`src/rtl/dor_route_switch.sv`:
```
// X-then-Y dimension-order torus switch stage: W/N/PE inputs to E/S/X registered outputs.
// Optional DOR_STARVE_EN: PE starvation counter that forces one PE grant after STARVE_LIM blocked cycles.
module dor_route_switch #(
   parameter int D_W        = 32,
   parameter int A_W        = 32,
   parameter int posx       = 0,
   parameter int posy       = 0,
   parameter int STARVE_LIM = 8,
   localparam int W         = A_W + D_W + 1
) (
   input  logic         clk,
   input  logic         rst,
   input  logic         w_v,
   input  logic [W-1:0] w_d,
   output logic         w_b,
   input  logic         n_v,
   input  logic [W-1:0] n_d,
   output logic         n_b,
   input  logic         pe_v,
   input  logic [W-1:0] pe_d,
   output logic         pe_b,
   output logic         e_v,
   output logic [W-1:0] e_d,
   input  logic         e_b,
   output logic         s_v,
   output logic [W-1:0] s_d,
   input  logic         s_b,
   output logic         x_v,
   output logic [W-1:0] x_d,
   input  logic         x_b
);
   localparam int H = A_W / 2;
   localparam logic [H-1:0] PX = H'(posx);
   localparam logic [H-1:0] PY = H'(posy);

   logic w_ex, w_ey, n_ey, pe_ex, pe_ey;
   logic w_re, w_rs, w_rx, n_rs, n_rx, pe_re, pe_rs, pe_rx;
   logic rdy_e, rdy_s, rdy_x;
   logic g_e_w, g_e_pe, g_s_n, g_s_w, g_s_pe, g_x_n, g_x_w, g_x_pe;
   logic w_g, n_g, pe_g, pe_pri;
   logic rr_s, rr_x, flip_s, flip_x;

   assign w_ex  = (w_d[D_W +: H] == PX);
   assign w_ey  = (w_d[D_W+H +: H] == PY);
   assign n_ey  = (n_d[D_W+H +: H] == PY);
   assign pe_ex = (pe_d[D_W +: H] == PX);
   assign pe_ey = (pe_d[D_W+H +: H] == PY);

   // N travels on the Y ring only, so its X field is never consulted
   assign w_re  = w_v & ~w_ex;
   assign w_rs  = w_v & w_ex & ~w_ey;
   assign w_rx  = w_v & w_ex & w_ey;
   assign n_rs  = n_v & ~n_ey;
   assign n_rx  = n_v & n_ey;
   assign pe_re = pe_v & ~pe_ex;
   assign pe_rs = pe_v & pe_ex & ~pe_ey;
   assign pe_rx = pe_v & pe_ex & pe_ey;

   assign rdy_e = ~e_v | ~e_b;
   assign rdy_s = ~s_v | ~s_b;
   assign rdy_x = ~x_v | ~x_b;

   always_comb begin
      g_e_w = 1'b0; g_e_pe = 1'b0;
      g_s_n = 1'b0; g_s_w = 1'b0; g_s_pe = 1'b0;
      g_x_n = 1'b0; g_x_w = 1'b0; g_x_pe = 1'b0;
      if (!rst) begin
         if (rdy_e) begin
            if (pe_pri && pe_re)  g_e_pe = 1'b1;
            else if (w_re)        g_e_w  = 1'b1;
            else if (pe_re)       g_e_pe = 1'b1;
         end
         if (rdy_s) begin
            if (pe_pri && pe_rs)  g_s_pe = 1'b1;
            else if (n_rs && w_rs) begin
               if (rr_s) g_s_w = 1'b1;
               else      g_s_n = 1'b1;
            end
            else if (n_rs)        g_s_n  = 1'b1;
            else if (w_rs)        g_s_w  = 1'b1;
            else if (pe_rs)       g_s_pe = 1'b1;
         end
         if (rdy_x) begin
            if (pe_pri && pe_rx)  g_x_pe = 1'b1;
            else if (n_rx && w_rx) begin
               if (rr_x) g_x_w = 1'b1;
               else      g_x_n = 1'b1;
            end
            else if (n_rx)        g_x_n  = 1'b1;
            else if (w_rx)        g_x_w  = 1'b1;
            else if (pe_rx)       g_x_pe = 1'b1;
         end
      end
   end

   // pointer moves only on a real N-vs-W contest won by one of them
   assign flip_s = n_rs & w_rs & (g_s_n | g_s_w);
   assign flip_x = n_rx & w_rx & (g_x_n | g_x_w);

   assign w_g  = g_e_w | g_s_w | g_x_w;
   assign n_g  = g_s_n | g_x_n;
   assign pe_g = g_e_pe | g_s_pe | g_x_pe;

   assign w_b  = rst | (w_v & ~w_g);
   assign n_b  = rst | (n_v & ~n_g);
   assign pe_b = rst | (pe_v & ~pe_g);

`ifdef DOR_STARVE_EN
   localparam int CW = $clog2(STARVE_LIM + 1);
   logic [CW-1:0] st_cnt;

   assign pe_pri = (st_cnt == CW'(STARVE_LIM));

   always_ff @(posedge clk) begin
      if (rst)                  st_cnt <= '0;
      else if (!pe_v || pe_g)   st_cnt <= '0;
      else if (pe_b && !pe_pri) st_cnt <= st_cnt + CW'(1);
   end
`else
   assign pe_pri = 1'b0;
`endif

   always_ff @(posedge clk) begin
      if (rst) begin
         e_v  <= 1'b0; e_d <= '0;
         s_v  <= 1'b0; s_d <= '0;
         x_v  <= 1'b0; x_d <= '0;
         rr_s <= 1'b0;
         rr_x <= 1'b0;
      end else begin
         if (rdy_e) begin
            e_v <= g_e_w | g_e_pe;
            if (g_e_w)       e_d <= w_d;
            else if (g_e_pe) e_d <= pe_d;
         end
         if (rdy_s) begin
            s_v <= g_s_n | g_s_w | g_s_pe;
            if (g_s_n)       s_d <= n_d;
            else if (g_s_w)  s_d <= w_d;
            else if (g_s_pe) s_d <= pe_d;
         end
         if (rdy_x) begin
            x_v <= g_x_n | g_x_w | g_x_pe;
            if (g_x_n)       x_d <= n_d;
            else if (g_x_w)  x_d <= w_d;
            else if (g_x_pe) x_d <= pe_d;
         end
         if (flip_s) rr_s <= ~rr_s;
         if (flip_x) rr_x <= ~rr_x;
      end
   end
endmodule

```
`config.mk`:
```
export PLATFORM = sky130hd
export DESIGN_NAME = dor_route_switch
export DESIGN_NICKNAME = d
export VERILOG_FILES = /design/src/rtl/dor_route_switch.sv
export SDC_FILE = /design/constraint.sdc
export NUM_CORES = 1
export LEC_CHECK = 0
export ABC_AREA = 1
export BUFFER_PORTS_ARGS = -buffer_cell sky130_fd_sc_hd__buf_2
export CAP_MARGIN = 40
export CORE_ASPECT_RATIO = 1.75
export CORE_MARGIN = 2
export CORE_UTILIZATION = 45
export DETAILED_ROUTE_END_ITERATION = 12
export GPL_TIMING_DRIVEN = 0
export PLACE_DENSITY = 0.74
export SYNTH_ARGS = -nofsm -noshare
export SYNTH_HDL_FRONTEND = slang
export SYNTH_SLANG_ARGS = --single-unit
```
`constraint.sdc`:
```
create_clock -name clk -period 2.31 [get_ports clk]
set_input_delay 0.231 -clock clk [delete_from_list [all_inputs] [get_ports clk]]
set_output_delay 0.231 -clock clk [all_outputs]
set_load 0.02 [all_outputs]
```
# [Word level (Yosys, flattened, before mapping)]
# Index checks and enable logic that the tools add are counted.
[op_classes] n_mux=49 n_bitwise=49 n_reduce_logical=13
[op_table] operator="2-to-1 mux 65 bit" count=8
[op_table] operator="zero test 16 bit" count=5
[op_table] operator="2-to-1 mux 1 bit" count=41
[op_table] operator="AND 1 bit" count=17
[op_table] operator="inverter 1 bit" count=16
[op_table] operator="bitwise OR 1 bit" count=16
[op_table] operator="AND reduction 2 bit" count=3
[op_table] operator="nonzero test 3 bit" count=2
[op_table] operator="logical AND 1 bit" count=2
[op_table] operator="nonzero test 2 bit" count=1
[totals] register_bits=200 inputBits=203 out_inout_bits=201 elab_cells=119

# [Logic depth before layout (Yosys ltp)]
# Gate-level depths: netlist (run 1).
[logic_depth] depth_word=14 mapped_depth=14 mapped_depth_nobuf=12

# [Worst setup path before layout (run 1)]
# OpenSTA, ideal clock, no wires.
[synth_timing] path_type="reg2out" from="reg s_v" to="out pe_b" arrival_time_ps=1645 required_time_ps=2079 path_slack_ps=434 path_stages_with_launch=11 path_buffers=2 cell_sequence="dfxtp_1 nand2_1 inv_1 nor2_1 inv_1 a21oi_1 nand3_1 buf_2 buf_1 nand3b_1 nand2_1"
[synth_between] elab_chain_len=9
[synth_rtl] element="start, declared" line="25" source="output logic s_v,"
[synth_rtl] element="start signal, assigned" line="137" source="s_v <= g_s_n | g_s_w | g_s_pe;"
[synth_rtl] element="inverter 1 bit" line="60" source="assign rdy_s = ~s_v | ~s_b;"
[synth_rtl] element="bitwise OR 1 bit" line="60"
[synth_rtl] element="2-to-1 mux 1 bit" line="73" source="if (rdy_s) begin"
[synth_rtl] element="2-to-1 mux 1 bit" line="67" source="if (!rst) begin"
[synth_rtl] element="bitwise OR 1 bit (2 in series)" line="102" source="assign pe_g = g_e_pe | g_s_pe | g_x_pe;"
[synth_rtl] element="inverter 1 bit" line="106" source="assign pe_b = rst | (pe_v & ~pe_g);"
[synth_rtl] element="AND 1 bit" line="106"
[synth_rtl] element="bitwise OR 1 bit" line="106"
[synth_rtl] element="end, declared" line="21" source="output logic pe_b,"
# Every way passes these cells.

# [Final worst setup path (run 1)]
[layout_timing] from="in w_d[58]" to="out n_b"
[layout_between] elab_chain_len=11 elab_cells_between_ends=16 cone_classes="6 x mux; 7 x bitwise; 3 x reduce/logical"
[layout_rtl] element="start, declared" line="14" source="input logic [W-1:0] w_d,"
[layout_rtl] element="zero test 16 bit *" line="44" source="assign w_ey = (w_d[D_W+H +: H] == PY);"
[layout_rtl] element="inverter 1 bit" line="51" source="assign w_rs = w_v & w_ex & ~w_ey;"
[layout_rtl] element="AND 1 bit" line="51"
[layout_rtl] element="logical AND 1 bit" line="75" source="else if (n_rs && w_rs) begin"
[layout_rtl] element="2-to-1 mux 1 bit" line="75"
[layout_rtl] element="2-to-1 mux 1 bit" line="73"
[layout_rtl] element="2-to-1 mux 1 bit" line="67"
[layout_rtl] element="bitwise OR 1 bit *" line="101" source="assign n_g = g_s_n | g_x_n;"
[layout_rtl] element="inverter 1 bit *" line="105" source="assign n_b = rst | (n_v & ~n_g);"
[layout_rtl] element="AND 1 bit *" line="105"
[layout_rtl] element="bitwise OR 1 bit *" line="105"
[layout_rtl] element="end, declared" line="18" source="output logic n_b,"
# Mark *: on every way between the ends. The rest lies on a longest branch, timed or not.

==> results of run 1 <==
==> state kept, by name, indices dropped and copies added, names as in the netlist <==
name	flops
rr_s	1
x_d	65
e_d	65
s_d	65
s_v	1
x_v	1
rr_x	1
e_v	1
==> power by group <==
| group | internal, mW | switching [mW] | leakage [nW] |
|---|---|---|---|
| Combinational | 0.576 | 1.13 | 6.08 |
| Sequential | 3.62 | 0.0979 | 1.64 |
| Clock | 1.71 | 1.45 | 0.296 |
==> worst paths after layout <==
path,cells after the start,slack [ns],end,from
worst max register to register,11,0.10,x_d[47]$_SDFFE_PP0P_,x_v$_SDFFE_PP0N_
worst min register to register,2,0.45,x_d[58]$_SDFFE_PP0P_,x_d[58]$_SDFFE_PP0P_
worst min-delay path,3,0.04,x_d[46]$_SDFFE_PP0P_,n_d[46]
worst max-delay path,15,0.02,n_b,w_d[58]
==> metal layers <==
metal  global-route usage, %  share of wire, %  vias to the layer above
met2                    64.5                49                      761
met3                    6.14               7.4                      191
met5                       0                 0                        -
met1                    40.6                36                     6511
met4                    27.2               7.3                        0
li1                        -                 -                     6630
==> layout make-up <==
type / count / area share (%)
well taps: 312 / 2.73
clock buffers: 22 / 3.38
multi-input cells: 1208 / 40.0
clock inverters: 10 / 0.822
flip-flops and latches: 200 / 28.0
repair buffers: 415 / 14.8
diodes: 3 / 0.0525
inverters: 211 / 5.54
plain buffers: 144 / 4.72
==> worst reg2reg max path, stage by stage (launching register included) <==
cell and delay (ns):
dfxtp_1 0.31, nand2_1 0.05, inv_1 0.07, nor2_4 0.13, inv_2 0.06, nor3_4 0.32, buf_4 0.24, nor2_1 0.06
nand2_2 0.27, clkbuf_4 0.31, buf_4 0.20, a21oi_1 0.08
==> per-stage QoR <==
stage / hold WS, ns / power, mW
6_report: 0.0433 / 8.59
3_3_place_gp: 0.440 / 5.44
5_1_grt: 0.0501 / 8.90
3_5_place_dp: 0.443 / 5.46
4_1_cts: 0.0301 / 8.59
2_1_floorplan: 0.394 / 4.74
==> cells in the final DEF, fill, tap and decap left out, drive strengths merged <==
| cell | Yosys | layout |
|---|---|---|
| nor3 | 2 | 2 |
| nand3b | 51 | 51 |
| clkinv | 0 | 6 |
| diode | 0 | 3 |
| and2 | 1 | 1 |
| o21ai | 165 | 165 |
| nor2 | 188 | 188 |
| o21bai | 1 | 1 |
| clkbuf | 67 | 89 |
| buf | 80 | 492 |
| bufinv | 0 | 2 |
| o221ai | 1 | 1 |
| clkinvlp | 0 | 1 |
| dfxtp | 200 | 200 |
| a21oi | 119 | 119 |
| nand4 | 84 | 84 |
| nand3 | 253 | 253 |
| nand2 | 343 | 343 |
| inv | 211 | 212 |
==> cell families after synthesis <==
logic type	count (synthesis)	synth area share (%)
AO/OA/AOI/OAI	286	12.9
buffers and inverters	358	13.1
flip-flops	200	36.0
AND/OR/NAND/NOR	922	38.0
==> repair_timing <==
item / in CTS / in global routing
setup endpoints to repair: 86 / 49
buffers inserted: 11 / 1
pin swaps: 6 / 0
resized for setup: 14 / 16
==> impl_metrics.json, run 1 <==
{
  "hp-class": "input pin to flop",
  "power_dens_cells_mw_per_mm2": 600,
  "route.final.wire_length_um": 49500,
  "dpl.hpwl_um": 38000,
  "worst_skew_pair.late_latency_ns": 0.47,
  "ys_types": 24,
  "maximum_clock_skew_at_final_layout_ns": 0.00717,
  "cts.path.max_buffers": 2,
  "postRouteAntennaNets": 0,
  "syn_nets": 1969,
  "timing.final.hold_violations": 0,
  "dr_total_vias": 14100,
  "leakage_nw": 8.01,
  "final-seq-area_mm2": 0.00400,
  "drv.max_cap_violation_count": 0,
  "wl_per_cell_um": 19.6,
  "die_area_mm2": 0.0260,
  "setup_viol": 0,
  "worstPathArrival_ns": 2.06,
  "status": "finished, final reports clean",
  "post-route-period-util_pct": 99.2,
  "totalNegativeSetupSlack_ns": 0,
  "grt_first_pass_wirelength_um": 73600,
  "multiInputGateArea_mm2": 0.00572,
  "die_width_um": 123,
  "syn2layout_area_growth_pct": 28.7,
  "floorplan.core_area_mm2": 0.0244,
  "place_area_mm2": 0.0135,
  "place_congestion": 0.988,
  "initial_core_util_pct": 45.5,
  "htree_num_levels": 4,
  "drt_iter0_drc": 1280,
  "async_reset_ff_share_pct": 0,
  "max_slew.worst_pin.slew_ns": 0.721,
  "pre_cts_ws_ns": -0.330,
  "io_pins": 404,
  "ys_warn_count": 0,
  "ys_ff_latch": 200,
  "sinks_on_the_clock_net": 200,
  "tritoncts": "yes",
  "global_route.usage.total_pct": 37.5,
  "worst-setup-path-type": "input pin to primary output",
  "dp_cells": 2481,
  "netlist.top_cell.by_area": "dfxtp_1",
  "vias_per_cell": 5.58,
  "cts-buffers-inserted": 17,
  "worst_path_largest_cell_delay_ns": 0.18,
  "drt_pass1_iterations": 6,
  "critical_path.n_buffers_inverters": 6,
  "maxSlewHeadroom_pct": 51.9,
  "post_cts_hold_buffer_count": 0,
  "critPathCaptureType": "primary output",
  "ctsRootBufferMaster": "clkbuf_16",
  "drc_markers": 0,
  "clock.fmax_mhz": 437,
  "synth.cells.most_frequent": "nand2_1, nand3_1, inv_1",
  "finish.utilization_pct": 58.6,
  "cp_cell_sequence": "buf_2, inv_1, nand2_1, nor2_1, nand2_1, nor2_4, inv_1, nor2_2, buf_6, nand2_2, nand2_4, buf_4, nand3_1, nand2_1, clkbuf_4",
  "instances_no_fill": 2525,
  "postSynth.topFlopCell": "dfxtp_1",
  "clkTransAtPathRegs_ns": 0.07,
  "portBuffers": 402,
  "synth.most_common_cell": "nand2_1",
  "timing.final.max_slew_violations": 0,
  "synthesis.area_mm2": 0.0111,
  "fp-row-count": 76,
  "synth_enable_flop_cells": 0,
  "seq_area_frac_synth_pct": 36.0,
  "num-fill-cells": 2515,
  "syn_area_per_cell_um2": 6.30,
  "antenna_found_initial": 3,
  "synth_top_cell_area_share_pct": 36.0,
  "die_h_um": 212,
  "grt_pass1_vias": 13600,
  "period_needed_ns": 2.29,
  "cell_count_after_synthesis": 1766,
  "grt_start_max_net_pins": 20,
  "cp_top_family": "simple AND/OR/NAND/NOR gates",
  "final_area_mm2": 0.0143,
  "post_route_worst_setup_slack_ns": 0.0193,
  "cp_data_required_time_ns": 2.08,
  "critical_path.startpoint_type": "input pin",
  "synthTopCellsByArea": "dfxtp_1, nand2_1, nand3_1",
  "timing.critical_path.fanout_max": 10,
  "unrepaired_setup_endpoints_after_global_routing": "yes",
  "final_layout_size_suffix_gt1_share_pct": 24.7,
  "path_common_cell": "nand2_1",
  "vdd.ir_drop.worst_mv": 0.562,
  "nets": 2400,
  "critical-path-slowest-cell": "buf_4",
  "globalRoute.totalOverflow": 0
}
Power figures use the tool's default switching activity.
==> run 2: changes to the inputs <==
--- a/config.mk
+++ b/config.mk
@@ -13,7 +13,7 @@
 export CORE_UTILIZATION = 45
 export DETAILED_ROUTE_END_ITERATION = 12
 export GPL_TIMING_DRIVEN = 0
-export PLACE_DENSITY = 0.74
+export PLACE_DENSITY = 0.77
 export SYNTH_ARGS = -nofsm -noshare
 export SYNTH_HDL_FRONTEND = slang
 export SYNTH_SLANG_ARGS = --single-unit
==> constraint.sdc (replaced) <==
create_clock -name clk -period 1.8 [get_ports clk]
set_input_delay 0.18 -clock clk [delete_from_list [all_inputs] [get_ports clk]]
set_output_delay 0.18 -clock clk [all_outputs]
set_load 0.02 [all_outputs]
==> impl_metrics.json, run 2 (same netlist as run 1, synthesis figures left out) <==
{
  "worstSetupStartpoint": "x_v$_SDFFE_PP0N_",
  "htree_num_levels": 4,
  "drc_markers": 0,
  "period_needed_ns": 2.03,
  "dp_cells": 2481,
  "maximum_clock_skew_at_final_layout_ns": 0.0127,
  "final_common_cell": "buf_2",
  "leakage_nw": 8.60,
  "design_power_total_mw": 11.3,
  "nets": 2465,
  "cp_data_required_time_ns": 1.62,
  "final_layout_size_suffix_gt1_share_pct": 36.6,
  "fp-row-count": 76,
  "grt_first_pass_wirelength_um": 78300,
  "failed_checks": "negative hold slack, negative setup slack",
  "grt_start_max_net_pins": 19,
  "syn2layout_area_growth_pct": 48.0,
  "worstPathArrival_ns": 1.85,
  "route.final.wire_length_um": 54000,
  "die_width_um": 123,
  "critical_path.startpoint_type": "flop",
  "hp-class": "input pin to flop",
  "instances_no_fill": 2592,
  "max_slew.worst_pin.slew_ns": 0.958,
  "ctsRootBufferMaster": "clkbuf_16",
  "timing.final.hold_violations": 1,
  "drt_pass1_iterations": 10,
  "worst-setup-path-type": "flop to primary output",
  "critPathCaptureType": "primary output",
  "post-route-period-util_pct": 113,
  "portBuffers": 402,
  "vias_per_cell": 5.75,
  "floorplan.core_area_mm2": 0.0244,
  "drv.max_cap_violation_count": 0,
  "worst_hold_slack_ns": -0.00405,
  "antenna_found_initial": 5,
  "pre_cts_ws_ns": -0.858,
  "timing.critical_path.fanout_max": 2,
  "drt_iter0_drc": 1575,
  "status": "complete, but fails checks",
  "die_h_um": 212,
  "final_cell_mix": "buf_2, nand2_1, nand3_1",
  "globalRoute.totalOverflow": 0,
  "clkTransAtPathRegs_ns": 0.08,
  "io_pins": 404,
  "power_dens_cells_mw_per_mm2": 689,
  "timing.final.max_slew_violations": 0,
  "crit-reg2reg-launch": "x_v$_SDFFE_PP0N_",
  "finish.utilization_pct": 67.3,
  "dpl.hpwl_um": 38000,
  "initial_core_util_pct": 45.5,
  "worst_skew_pair.late_latency_ns": 0.47,
  "maxSlewHeadroom_pct": 36.1,
  "num-fill-cells": 2145,
  "tritoncts": "yes",
  "cts-buffers-inserted": 17,
  "postRouteAntennaNets": 0,
  "clock.fmax_mhz": 494,
  "wl_per_cell_um": 20.8,
  "die_area_mm2": 0.0260,
  "cts.path.max_buffers": 2,
  "biggest_registers_after_layout": "e_d (65), s_d (65), x_d (65)",
  "vdd.ir_drop.worst_mv": 0.634,
  "place_congestion": 0.959,
  "sinks_on_the_clock_net": 200,
  "worstHoldStart": "e_b",
  "dr_total_vias": 14900,
  "global_route.usage.total_pct": 39.9,
  "setup_viol": 63,
  "unrepaired_setup_endpoints_after_global_routing": "yes",
  "post_route_worst_setup_slack_ns": -0.225,
  "grt_pass1_vias": 14400
}
## run 2: metal layers
layer / vias to the layer above / wire length (µm) / global-route usage [%]
li1: 6779 / - / -
met1: 6838 / 18200 / 41.1
met2: 992 / 27000 / 69.3
met3: 300 / 4480 / 9.32
met4: 0 / 4350 / 29.1
met5: - / 0 / 0
## run 2: power breakdown
group          internal (mW)  switching [mW]  total, mW
Clock                   2.28            1.90       4.18
Combinational          0.839            1.54       2.38
Sequential              4.65           0.130       4.78
Total                   7.77            3.57       11.3
## run 2: path summary, 6_finish.rpt
check                          to  slack (ns)  cells past startpoint
max reg2reg  x_d[41]$_SDFFE_PP0P_       -0.14                     14
min reg2reg  x_d[58]$_SDFFE_PP0P_        0.45                      2
max                          pe_b       -0.23                     10
min              e_v$_SDFFE_PP0N_      -0.004                      3
## run 2: stage by stage
step	setup TNS, ns	instance area [µm²]
floorplan	0	11100
global placement	-130.08	13500
detailed placement	-134.27	13500
CTS	-17.42	15900
global route	-8.25	16500
finish	-4.28	16500
## run 2: worst max-delay path, cell delays in order (launching register included)
cell,delay (ns)
dfxtp_2,0.33
nand2_2,0.07
inv_2,0.05
nor2_4,0.12
buf_6,0.13
nand3_4,0.08
nor2_4,0.14
o221ai_2,0.11
nand3b_1,0.12
nand2_2,0.07
buf_6,0.14
## run 2: what timing repair did
item | 4_1_cts | 5_1_grt
gates resized for setup | 252 | 275
hold buffers | 12 | 0
pin swaps | 55 | 58
endpoints found under the hold margin | 19 | 0
endpoints found under the setup margin | 203 | 200
cloned | 15 | 0
buffers inserted | 53 | 14
## run 2: cell type report
cell class	count	area, µm²	area share [%]
well taps	312	390	2.37
diodes	6	15.0	0.0913
flip-flops and latches	200	4010	24.4
clock buffers	19	453	2.75
plain buffers	137	991	6.02
repair buffers	486	3120	18.9
multi-input cells	1209	6510	39.6
clock inverters	12	166	1.01
inverters	211	805	4.89
==> run 3: changes to the inputs <==
==> config.mk (replaced) <==
export PLATFORM = sky130hd
export DESIGN_NAME = dor_route_switch
export DESIGN_NICKNAME = d
export VERILOG_FILES = /design/src/rtl/dor_route_switch.sv
export SDC_FILE = /design/constraint.sdc
export NUM_CORES = 1
export LEC_CHECK = 0
export BUFFER_PORTS_ARGS = -buffer_cell sky130_fd_sc_hd__buf_2
export CAP_MARGIN = 40
export CORE_AREA = 2 2 155 157
export DETAILED_ROUTE_END_ITERATION = 12
export DIE_AREA = 0 0 157 159
export GPL_TIMING_DRIVEN = 0
export HOLD_SLACK_MARGIN = 0.03
export PLACE_DENSITY = 0.73
export SYNTH_ARGS = -nofsm -noshare
export SYNTH_HDL_FRONTEND = slang
export SYNTH_SLANG_ARGS = --single-unit
==> impl_metrics.json, run 3 <==
{
  "status": "complete, but fails checks",
  "failed_checks": "negative setup slack",
  "ctsRootBufferMaster": "clkbuf_16",
  "final_common_cell": "buf_2",
  "global_route.usage.total_pct": 35.8,
  "htree_num_levels": 4,
  "cp_top_family": "simple AND/OR/NAND/NOR gates",
  "maximum_clock_skew_at_final_layout_ns": 0.0122,
  "multiInputGateArea_mm2": 0.00618,
  "nets": 1896,
  "drc_markers": 0,
  "cts.path.max_buffers": 2,
  "dpl.hpwl_um": 32700,
  "syn2layout_area_growth_pct": 70.1,
  "critical_path.n_buffers_inverters": 4,
  "cp_data_required_time_ns": 1.62,
  "power_dens_cells_mw_per_mm2": 713,
  "grt_start_max_net_pins": 19,
  "place_area_mm2": 0.0121,
  "seq_area_frac_synth_pct": 41.8,
  "portBuffers": 403,
  "final_cell_mix": "buf_2, dfxtp_1, nand3_1",
  "floorplan.core_area_mm2": 0.0232,
  "dr_total_vias": 12500,
  "syn_area_per_cell_um2": 8.67,
  "clkTransAtPathRegs_ns": 0.07,
  "vdd.ir_drop.worst_mv": 0.544,
  "critPathCaptureType": "primary output",
  "final_layout_size_suffix_gt1_share_pct": 47.0,
  "globalRoute.totalOverflow": 0,
  "worstPathArrival_ns": 1.92,
  "async_reset_ff_share_pct": 0,
  "cts-buffers-inserted": 17,
  "die_h_um": 159,
  "cp_cell_sequence": "buf_4, nor4_4, buf_4, nand4_4, buf_6, nor2_4, nand2_1, o31ai_1, o21ai_2, buf_6",
  "wl_met2_um": 22200,
  "critical_path.startpoint_type": "input pin",
  "clock.fmax_mhz": 476,
  "max_slew.worst_pin.slew_ns": 0.861,
  "grt_first_pass_wirelength_um": 68700,
  "hp-class": "input pin to flop",
  "cell_count_after_synthesis": 1103,
  "initial_core_util_pct": 41.3,
  "drt_pass1_iterations": 6,
  "final-seq-area_mm2": 0.00401,
  "dp_cells": 1827,
  "critical-path-slowest-cell": "nor4_4",
  "synth_top_cell_area_share_pct": 41.8,
  "grt_pass1_vias": 11800,
  "total_stage_count_of_the_critical_path": 10,
  "ys_warn_count": 0,
  "top_layer": "met4",
  "worst_skew_pair.late_latency_ns": 0.45,
  "synth_enable_flop_cells": 0,
  "worst_path_largest_cell_delay_ns": 0.30,
  "drt_iter0_drc": 1409,
  "die_area_mm2": 0.0250,
  "place_congestion": 0.977,
  "final_area_mm2": 0.0163,
  "postSynth.topFlopCell": "dfxtp_1",
  "synthTopCellsByArea": "dfxtp_1, mux2i_1, nand3_1",
  "r2r.worst_path.cells": 7,
  "synth.most_common_cell": "dfxtp_1",
  "tritoncts": "yes",
  "ys_types": 47,
  "detailroute.wirelength.met3_um": 5510,
  "synthesis.area_mm2": 0.00957,
  "min_path_cells": 3,
  "worst_hold_slack_ns": 0.0369,
  "netlist.top_cell.by_area": "dfxtp_1",
  "postRouteAntennaNets": 0,
  "totalNegativeSetupSlack_ns": -10.55,
  "biggest_registers_after_layout": "e_d (65), s_d (65), x_d (65)",
  "num-fill-cells": 1686,
  "antenna_found_initial": 6,
  "die_width_um": 157,
  "unrepaired_setup_endpoints_after_global_routing": "yes",
  "timing.critical_path.fanout_max": 4,
  "pre_cts_ws_ns": -1.03,
  "io_pins": 404,
  "setup_viol": 85,
  "worst-setup-path-type": "input pin to primary output",
  "drv.max_cap_violation_count": 0,
  "instances_no_fill": 2032,
  "route.final.wire_length_um": 49500,
  "fp-row-count": 56,
  "leakage_nw": 6.98,
  "post-route-period-util_pct": 117,
  "ys_ff_latch": 200,
  "vias_per_cell": 6.13,
  "syn_nets": 1306,
  "maxSlewHeadroom_pct": 42.6,
  "synth.cells.most_frequent": "dfxtp_1, nand3_1, nor2_1",
  "met1_length_um": 18700,
  "timing.final.max_slew_violations": 0,
  "timing.final.hold_violations": 0,
  "wl_per_cell_um": 24.4,
  "sinks_on_the_clock_net": 200,
  "post_route_worst_setup_slack_ns": -0.302,
  "period_needed_ns": 2.10
}
## run 3: cell types whose count changed after synthesis, sizes merged, moves of 33 or more
| cell | change |
|---|---|
| mux2i | +66 |
| a32oi | +33 |
| buf | -51 |
| a22oi | +33 |
| nand3 | -129 |
| nand3b | -50 |
| a21oi | -111 |
| inv | -191 |
| o21ai | -113 |
| nand2 | -242 |
| nor2b | +50 |
| a311oi | +66 |
| nor2 | -84 |
| nand4 | -78 |
## run 3: per-stage QoR
| stage | total power, mW | util (%) |
|---|---|---|
| after floorplan | 5.92 | - |
| final | 11.6 | 70.2 |
| after global placement | 6.81 | 52.1 |
| after global routing | 11.9 | 70.2 |
| after CTS | 11.2 | 64.8 |
| after detailed placement | 6.84 | 52.2 |
## run 3: final timing paths
path	start	to	slack, ns
worst max-delay path	w_d[34]	w_b	-0.30
worst min-delay path	n_d[60]	s_d[60]$_SDFFE_PP0P_	0.04
worst max register to register	s_v$_SDFFE_PP0N_	s_d[63]$_SDFFE_PP0P_	-0.11
worst min register to register	s_d[57]$_SDFFE_PP0P_	s_d[57]$_SDFFE_PP0P_	0.46
## run 3: kinds of logic (layout without fill, tap and decap cells)
| family | after synthesis | after routing | share of synthesized area (%) |
|---|---|---|---|
| muxes | 67 | 67 | 7.02 |
| and+or+nand+nor | 440 | 440 | 23.3 |
| DFF | 200 | 200 | 41.8 |
| xor gates and xnor gates | 1 | 1 | 0.0916 |
| other | 0 | 7 | 0 |
| AOI/OAI and AO/OA | 263 | 263 | 22.0 |
| buffers and inverters | 132 | 735 | 5.74 |
## run 3: routing by layer
layer,vias to the layer above,global-route usage (%)
li1,5307,-
met2,1001,58.3
met3,254,8.38
met5,-,0
met1,5894,44.5
met4,0,17.1
## run 3: what timing repair did
action                                 in CTS  in global routing
pin swaps                                  33                 34
endpoints found under the hold margin      92                  0
resized for setup                         193                290
setup endpoints to repair                 201                201
hold buffers                               91                  0
gates cloned                                8                  7
setup buffers                              56                 16
## run 3: area by class of cell
cell class                 instances  area share, %
multi-input combinational        771           38.0
timing repair buffer             574           24.8
sequential                       200           24.6
buffer                           109           5.87
clock buffer                      18           2.64
tap                              319           2.45
clock inverter                    14           1.16
inverter                          20          0.461
antenna                            7          0.108
## run 3: worst min-delay path, cell delays in order
cell and delay, ns:
buf_6 0.09, o22ai_4 0.07, o21ai_1 0.10
## run 3: report_power, final
part           leakage [nW]  total (mW)  switching [mW]  internal, mW
logic                  5.05        2.59            1.56          1.03
registers              1.64        4.81           0.151          4.66
clock network         0.290        4.21            1.97          2.24
